<file path="src/rtl/axi_refill_pkg.sv">
// Shared types and constants for the cache-line refill AXI read master.
// Holds AXI encodings, the refill FSM state type and the AxSIZE helper.
package axi_refill_pkg;

    localparam logic [1:0] AXI_BURST_INCR = 2'b01;
    localparam logic [1:0] AXI_RESP_OKAY  = 2'b00;

    typedef enum logic [1:0] {
        IDLE = 2'd0,
        AR   = 2'd1,
        R    = 2'd2,
        DONE = 2'd3
    } refill_state_t;

    function automatic logic [2:0] axi_size(input int data_width);
        return 3'($clog2(data_width / 8));
    endfunction

endpackage

</file>
<file path="src/rtl/refill_line_buffer.sv">
// Line assembly buffer: LINE_WORDS x DATA_WIDTH registers, one word
// written per beat, presented as a single flat line.
module refill_line_buffer #(
    parameter int LINE_WORDS = 8,
    parameter int DATA_WIDTH = 32,
    parameter int IDX_W      = 3
) (
    input  logic                             clk,
    input  logic                             rst,
    input  logic                             wr_en,
    input  logic [IDX_W-1:0]                 wr_idx,
    input  logic [DATA_WIDTH-1:0]            wr_data,
    output logic [LINE_WORDS*DATA_WIDTH-1:0] line
);

    logic [DATA_WIDTH-1:0] word_q [LINE_WORDS];
    logic [DATA_WIDTH-1:0] word_d [LINE_WORDS];

    always_comb begin
        word_d = word_q;
        if (wr_en) begin
            word_d[wr_idx] = wr_data;
        end
    end

    always_ff @(posedge clk) begin
        if (rst) begin
            word_q <= '{default: '0};
        end else begin
            word_q <= word_d;
        end
    end

    for (genvar i = 0; i < LINE_WORDS; i++) begin : g_flat
        assign line[i*DATA_WIDTH +: DATA_WIDTH] = word_q[i];
    end

endmodule

</file>
<file path="src/rtl/axi_line_refill.sv">
// AXI4 read master that fetches one aligned cache line per request.
// Define LINE_REFILL_RESP_CHECK_EN to build rresp / rlast error checking.
module axi_line_refill
    import axi_refill_pkg::*;
#(
    parameter int ADDR_WIDTH = 32,
    parameter int DATA_WIDTH = 32,
    parameter int ID_WIDTH   = 8,
    parameter int LINE_WORDS = 8,
    parameter int ARID_VALUE = 0
) (
    input  logic                             clk,
    input  logic                             rst,
    input  logic                             req_valid,
    output logic                             req_ready,
    input  logic [ADDR_WIDTH-1:0]            req_addr,
    output logic                             resp_valid,
    output logic [LINE_WORDS*DATA_WIDTH-1:0] resp_data,
    output logic                             resp_err,
    output logic [ID_WIDTH-1:0]              m_axi_arid,
    output logic [ADDR_WIDTH-1:0]            m_axi_araddr,
    output logic [7:0]                       m_axi_arlen,
    output logic [2:0]                       m_axi_arsize,
    output logic [1:0]                       m_axi_arburst,
    output logic                             m_axi_arvalid,
    input  logic                             m_axi_arready,
    input  logic [DATA_WIDTH-1:0]            m_axi_rdata,
    input  logic [1:0]                       m_axi_rresp,
    input  logic                             m_axi_rlast,
    input  logic                             m_axi_rvalid,
    output logic                             m_axi_rready
);

    localparam int OFFSET = $clog2(LINE_WORDS * DATA_WIDTH / 8);
    localparam int IDX_W  = (LINE_WORDS > 1) ? $clog2(LINE_WORDS) : 1;
    localparam int CNT_W  = $clog2(LINE_WORDS) + 1;
    localparam logic [ADDR_WIDTH-1:0] ALIGN_MASK =
        ~((ADDR_WIDTH'(1) << OFFSET) - ADDR_WIDTH'(1));
    localparam logic [CNT_W-1:0] CNT_MAX  = CNT_W'(LINE_WORDS);
    localparam logic [CNT_W-1:0] CNT_LAST = CNT_W'(LINE_WORDS - 1);

    refill_state_t         state_q, state_d;
    logic [CNT_W-1:0]      cnt_q, cnt_d;
    logic [ADDR_WIDTH-1:0] araddr_q, araddr_d;
    logic                  req_ready_q, req_ready_d;
    logic                  arvalid_q, arvalid_d;
    logic                  rready_q, rready_d;
    logic                  resp_valid_q, resp_valid_d;
    logic                  accept;
    logic                  beat;
    logic                  wr_en;

    assign accept = (state_q == IDLE) && req_valid && req_ready_q;
    assign beat   = m_axi_rvalid && rready_q;
    // Beats past the end of the line are dropped so the count never wraps
    assign wr_en  = beat && (cnt_q < CNT_MAX);

    always_comb begin
        state_d  = state_q;
        cnt_d    = cnt_q;
        araddr_d = araddr_q;
        case (state_q)
            IDLE: begin
                if (accept) begin
                    state_d  = AR;
                    araddr_d = req_addr & ALIGN_MASK;
                    cnt_d    = '0;
                end
            end
            AR: begin
                if (m_axi_arready && arvalid_q) begin
                    state_d = R;
                end
            end
            R: begin
                if (beat) begin
                    if (wr_en) begin
                        cnt_d = cnt_q + CNT_W'(1);
                    end
                    if (m_axi_rlast) begin
                        state_d = DONE;
                    end
                end
            end
            default: state_d = IDLE;
        endcase
    end

    // Outputs are registered off the next state, so no input reaches an output
    assign req_ready_d  = (state_d == IDLE);
    assign arvalid_d    = (state_d == AR);
    assign rready_d     = (state_d == R);
    assign resp_valid_d = (state_d == DONE);

    always_ff @(posedge clk) begin
        if (rst) begin
            state_q      <= IDLE;
            cnt_q        <= '0;
            araddr_q     <= '0;
            req_ready_q  <= 1'b0;
            arvalid_q    <= 1'b0;
            rready_q     <= 1'b0;
            resp_valid_q <= 1'b0;
        end else begin
            state_q      <= state_d;
            cnt_q        <= cnt_d;
            araddr_q     <= araddr_d;
            req_ready_q  <= req_ready_d;
            arvalid_q    <= arvalid_d;
            rready_q     <= rready_d;
            resp_valid_q <= resp_valid_d;
        end
    end

`ifdef LINE_REFILL_RESP_CHECK_EN
    logic err_q, err_d;

    always_comb begin
        err_d = err_q;
        if (accept) begin
            err_d = 1'b0;
        end else if (beat) begin
            if ((m_axi_rresp != AXI_RESP_OKAY) ||
                (m_axi_rlast && (cnt_q != CNT_LAST))) begin
                err_d = 1'b1;
            end
        end
    end

    always_ff @(posedge clk) begin
        if (rst) begin
            err_q <= 1'b0;
        end else begin
            err_q <= err_d;
        end
    end

    assign resp_err = err_q;
`else
    logic unused_rresp;
    assign unused_rresp = ^m_axi_rresp;
    assign resp_err     = 1'b0;
`endif

    refill_line_buffer #(
        .LINE_WORDS(LINE_WORDS),
        .DATA_WIDTH(DATA_WIDTH),
        .IDX_W     (IDX_W)
    ) u_buf (
        .clk    (clk),
        .rst    (rst),
        .wr_en  (wr_en),
        .wr_idx (cnt_q[IDX_W-1:0]),
        .wr_data(m_axi_rdata),
        .line   (resp_data)
    );

    assign req_ready     = req_ready_q;
    assign resp_valid    = resp_valid_q;
    assign m_axi_arid    = ID_WIDTH'(ARID_VALUE);
    assign m_axi_araddr  = araddr_q;
    assign m_axi_arlen   = 8'(LINE_WORDS - 1);
    assign m_axi_arsize  = axi_size(DATA_WIDTH);
    assign m_axi_arburst = AXI_BURST_INCR;
    assign m_axi_arvalid = arvalid_q;
    assign m_axi_rready  = rready_q;

endmodule

</file>
<file path="config.mk">
export PLATFORM = sky130hd
export DESIGN_NAME = axi_line_refill
export DESIGN_NICKNAME = d
export VERILOG_FILES = /design/src/rtl/axi_refill_pkg.sv /design/src/rtl/refill_line_buffer.sv /design/src/rtl/axi_line_refill.sv
export SDC_FILE = /design/constraint.sdc
export NUM_CORES = 1
export LEC_CHECK = 0
export BUFFER_PORTS_ARGS = -buffer_cell sky130_fd_sc_hd__buf_4
export CAP_MARGIN = 15
export CORE_ASPECT_RATIO = 1.2
export CORE_MARGIN = 4
export CORE_UTILIZATION = 50
export CTS_CLUSTER_DIAMETER = 120
export DETAILED_ROUTE_END_ITERATION = 12
export PLACE_DENSITY = 0.79
export SETUP_SLACK_MARGIN = 0.02
export SLEW_MARGIN = 20
export SYNTH_ARGS = -nofsm -noshare
export SYNTH_HDL_FRONTEND = slang
export SYNTH_SLANG_ARGS = --single-unit
</file>
<file path="constraint.sdc">
create_clock -name clk -period 2.3 [get_ports clk]
set_clock_uncertainty 0.05 [all_clocks]
set_input_delay 0.69 -clock clk [delete_from_list [all_inputs] [get_ports clk]]
set_output_delay 0.69 -clock clk [all_outputs]
set_load 0.05 [all_outputs]
</file>
Word-level counts from Yosys, hierarchy flattened
Index checks and enable logic that the tools add are counted.

Register bits after elaboration: 293. Input bits: 72. Output and inout port bits: 314. Logic and storage cells: 51.

Add/sub/neg operators: 1. Order comparisons: 3. Equality and inequality tests: 8. Multiplexer cells: 12. Bitwise operators: 1. Reductions and logical operators: 11.

Operator list (number): 256-bit bitwise mux (1); 32-bit demux with 3-bit select (1); 32-bit two-way mux (1); 4-bit two-way mux (3); 2-bit two-way mux (4); 4-bit one-hot mux with 2 select lines (1); 2-bit equality test, second input constant (3); 1-bit logical AND (6); 2-bit one-hot mux with 3 select lines (1); 4-bit by 1-bit adder with 4-bit output, second input constant (1); 2-bit by 1-bit equality test with 1-bit output, second input constant (2); 4-bit greater-or-equal comparator, second input constant (1); 2-bit zero test (2); 4-bit by 1-bit < comparator with 1-bit output, second input constant (1); 4-bit < comparator, second input constant (1); 2-bit != test, second input constant (2); 3-bit inverter with 4-bit output (1); 4-bit AND reduction (1); 2-bit by 1-bit != test with 1-bit output, second input constant (1); 2-bit AND reduction (1); 2-bit nonzero test (1).

Logic depth before layout (Yosys ltp)
Word-level depth: 6. Mapped depth: 6.

Modules after synthesis
A second synthesis with hierarchy kept.

Cell total of the unflattened synthesis: 1102. Area, all modules: 11622.4 um2.

By module, submodules not included: refill_line_buffer (instances 1, cells each 906, area each 10032.1 um2, sequential area each 5124.9 um2); axi_line_refill (instances 1, cells each 196, area each 1590.3 um2, sequential area each 740.7 um2).

Least setup slack after synthesis
Ideal clock, no wire load.

Path kind: register to register. Start point: register rready_q (netlist: m_axi_rready). End point: register u_buf.word_q (netlist bit u_buf.line[18]). Library setup time: 0.125 ns. Arrival: 1.749 ns. Slack: 0.375 ns. Cell stages (with the launch flop): 6. Buffers on the path: 2. Path through: dfxtp_1 nand2_1 or4b_1 buf_2 buf_6 mux2i_1.

Cells in the longest elaborated chain, start to end: 2.

RTL lines: from (decl) (line axi_line_refill.sv:47) `logic rready_q, rready_d;`; from (signal assigned) (line axi_line_refill.sv:110) `rready_q <= rready_d;`; 1-bit logical AND (line axi_line_refill.sv:54) `assign beat = m_axi_rvalid && rready_q;`; 1-bit logical AND (line axi_line_refill.sv:56) `assign wr_en = beat && (cnt_q < CNT_MAX);`; to (signal assigned) (line refill_line_buffer.sv:30) `word_q <= word_d;`; to (decl) (line refill_line_buffer.sv:16) `logic [DATA_WIDTH-1:0] word_q [LINE_WORDS];`.

No other way between the ends. A chain may end at the register's enable or synchronous reset.

Worst setup path after layout
Start point: register rready_q (netlist: m_axi_rready). End point: output port m_axi_rready.

RTL lines: to (decl) (line axi_line_refill.sv:31) `output logic m_axi_rready`.

No word-level cell between the ends.

==> run metrics <==
Hold Crit Class=input pin to register; Global Route Usage Sum=24.6%; H-Tree Level Count=1; number of synthesized flops with an enable pin=0; number of global-route vias before repair=9,143; worst r2r src=cnt_q[3]; Port Buffers=351; RR Endpoint=u_buf.line[8]; Yosys reg bits=293; row count=60; critical path buffer and inverter count=1; Slew Viols, Final=0; crit-path cells=buf_4; final wirelength=33,100 um; final number of setup-violating endpoints=0; HPWL after detailed placement=23,900 um; Stages on worst setup path=1; number of nets in the layout=1,523; RSZ-0062 raised after global routing=no; Vias=9,074; VDD IR max=0.00107 V; post-CTS sizing=0; crit-path max cell delay=0.44 ns; Mapped Avg Cell Area=10.4 um2; diodes inserted=0; Max-Cap Viols=0; fin crit period=1.97 ns; initial antenna violation count=0; WP data required=1.56 ns; DIE HEIGHT=174 um; cells on worst reg2reg path=4; CP endpoint kind=output port; root buffer cell=clkbuf_16; Synth-to-Final Area Change=34.3%; first-pass GRT wire length=51,000 um; CTS sink count=293; core area=22,500 um2; final core utilization=68.5%; pin count of the biggest net entering global routing=61; vias per cell=5.20; Setup TNS=0 ns; I/O pins=386; mapped cell area=11,500 um2; First-pass DRT Iterations=5; crit path max fanout=7; worst skew pair latency=0.54 ns; Detail Route Antenna Nets=0; R2R setup slack=0.41 ns; Hold Buf Count CTS=0; sequential area share after synthesis=51.0%; CTS tree=yes; synth warn=0; Setup Fix Bufs, Post-CTS=0; status=finished, final reports clean; startpoint type of the worst setup path=register; clock-pin slew on the worst setup and hold paths=0.06 ns; pwr/cell area=699 nW/um2; slowest CP cell=dfxtp_1; Starting Density=51.1%; Routability Congestion=0.816; CP top delay family=flip-flops; Crit Path Category=register to output port; total grt overflow=0; DRT iter0 DRCs=338; critical path arrival=1.23 ns; Post-synth ARST share=0%; Max Freq=509 MHz; CTS Buf Count=29; DRC violations left=0; Final Hold Fails=0; layout cells sized above 1=30.5%; Cells after Synth=1,110; DR WL/cell=18.9 um; Synth Flop Type=dfxtp_1; Yosys cell types=39; Die Area=25,500 um2; fillers=1,755; fin crit share=85.5%; CTS max path bufs=3; CP startpoint=m_axi_rready; Die X-Extent=146 um; CP Capture Point=m_axi_rready; leak pwr=7.72 nW
==> sequential cells by signal, indices dropped and copies added (netlist names) <==
signal / flops
u_buf.line: 256
m_axi_araddr: 27
cnt_q: 4
state_q: 2
m_axi_arvalid: 1
m_axi_rready: 1
req_ready: 1
resp_valid: 1
==> Yosys cell counts (2+ instances only) <==
master    instances  area, um2
o311ai_0          2       17.5
nand2b_1        257       1610
buf_2            20        100
buf_1             3       11.3
buf_6             8       90.1
and2_1            2       12.5
buf_4            28        210
a211oi_1          2       15.0
nand4b_1          3       26.3
nor2b_1           2       12.5
and4b_1           3       30.0
dfxtp_1         293       5870
mux2i_1         225       2250
conb_1            2       7.51
nand3_1          33        165
clkbuf_1         50        188
a21oi_1          65        325
o21ai_0          32        160
nand2_1          60        225
==> where the power goes <==
part / total (W) / internal, W / switching (W) / leakage (nW)
Combinational: 0.000694 / 0.000251 / 0.000443 / 4.87
Clock: 0.00496 / 0.00302 / 0.00194 / 0.484
Sequential: 0.00513 / 0.00511 / 0.0000240 / 2.36
==> stage by stage <==
stage | hold slack [ns] | cell area (um2) | setup slack (ns) | power [W] | cells
2_1_floorplan | 0.483 | 11600 | 0.375 | 0.00571 | 1135
3_3_place_gp | 0.394 | 14400 | 0.170 | 0.00592 | 1698
3_5_place_dp | 0.397 | 14400 | 0.151 | 0.00593 | 1698
4_1_cts | 0.319 | 15400 | 0.334 | 0.0109 | 1746
5_1_grt | 0.336 | 15400 | 0.290 | 0.0111 | 1746
6_report | 0.339 | 15400 | 0.334 | 0.0108 | 1746
==> cells in the final DEF (no fill, tap or decap), types with 4 or more instances in the layout <==
cell,n
buf_4,384
mux2i_1,225
conb_1,27
buf_12,8
nand2b_1,257
clkbuf_16,29
bufinv_16,5
o21ai_0,32
clkbuf_8,5
nand3_1,33
a21oi_1,65
dfxtp_1,293
nand2_1,57
nand2_2,4
clkbuf_1,4
==> layout make-up <==
type	instances	area, um2	area share, %
tap	279	349	2.26
clock buffer	38	810	5.24
clock inverter	10	195	1.26
inverter	1	3.75	0.0243
timing repair buffer	393	3050	19.8
multi-input combinational	732	5160	33.4
sequential	293	5870	38.0
==> worst min-delay path by stage <==
stage                           startpoint               end  slack, ns  depth (start not counted)
final                         req_addr[20]  m_axi_araddr[20]       0.34                          3
after global routing          req_addr[21]  m_axi_araddr[21]       0.34                          3
after CTS                     req_addr[20]  m_axi_araddr[20]       0.32                          3
after detailed placement  m_axi_araddr[21]  m_axi_araddr[21]       0.40                          2
after global placement    m_axi_araddr[11]  m_axi_araddr[11]       0.39                          2
after floorplan                   cnt_q[1]          cnt_q[1]       0.48                          2
==> routing by layer <==
metal,part of all wire [%],vias to the layer above,wire [um],track usage (%)
li1,-,4342,-,-
met4,4.0,0,1340,9.37
met2,50,321,16600,44.0
met1,39,4330,12800,28.3
met3,6.9,81,2270,6.23
met5,0,-,0,0
==> cells by family (layout without fill, tap and decap cells) <==
group,after synthesis,in the layout,share of synthesized area [%]
simple gates,372,372,19.1
fa+ha+maj,1,1,0.109
other cells,2,27,0.0653
mux,225,225,19.6
compound gates,107,107,4.91
buf+inv,110,442,5.25
flops,293,293,51.0
Power figures use the tool's default switching activity.
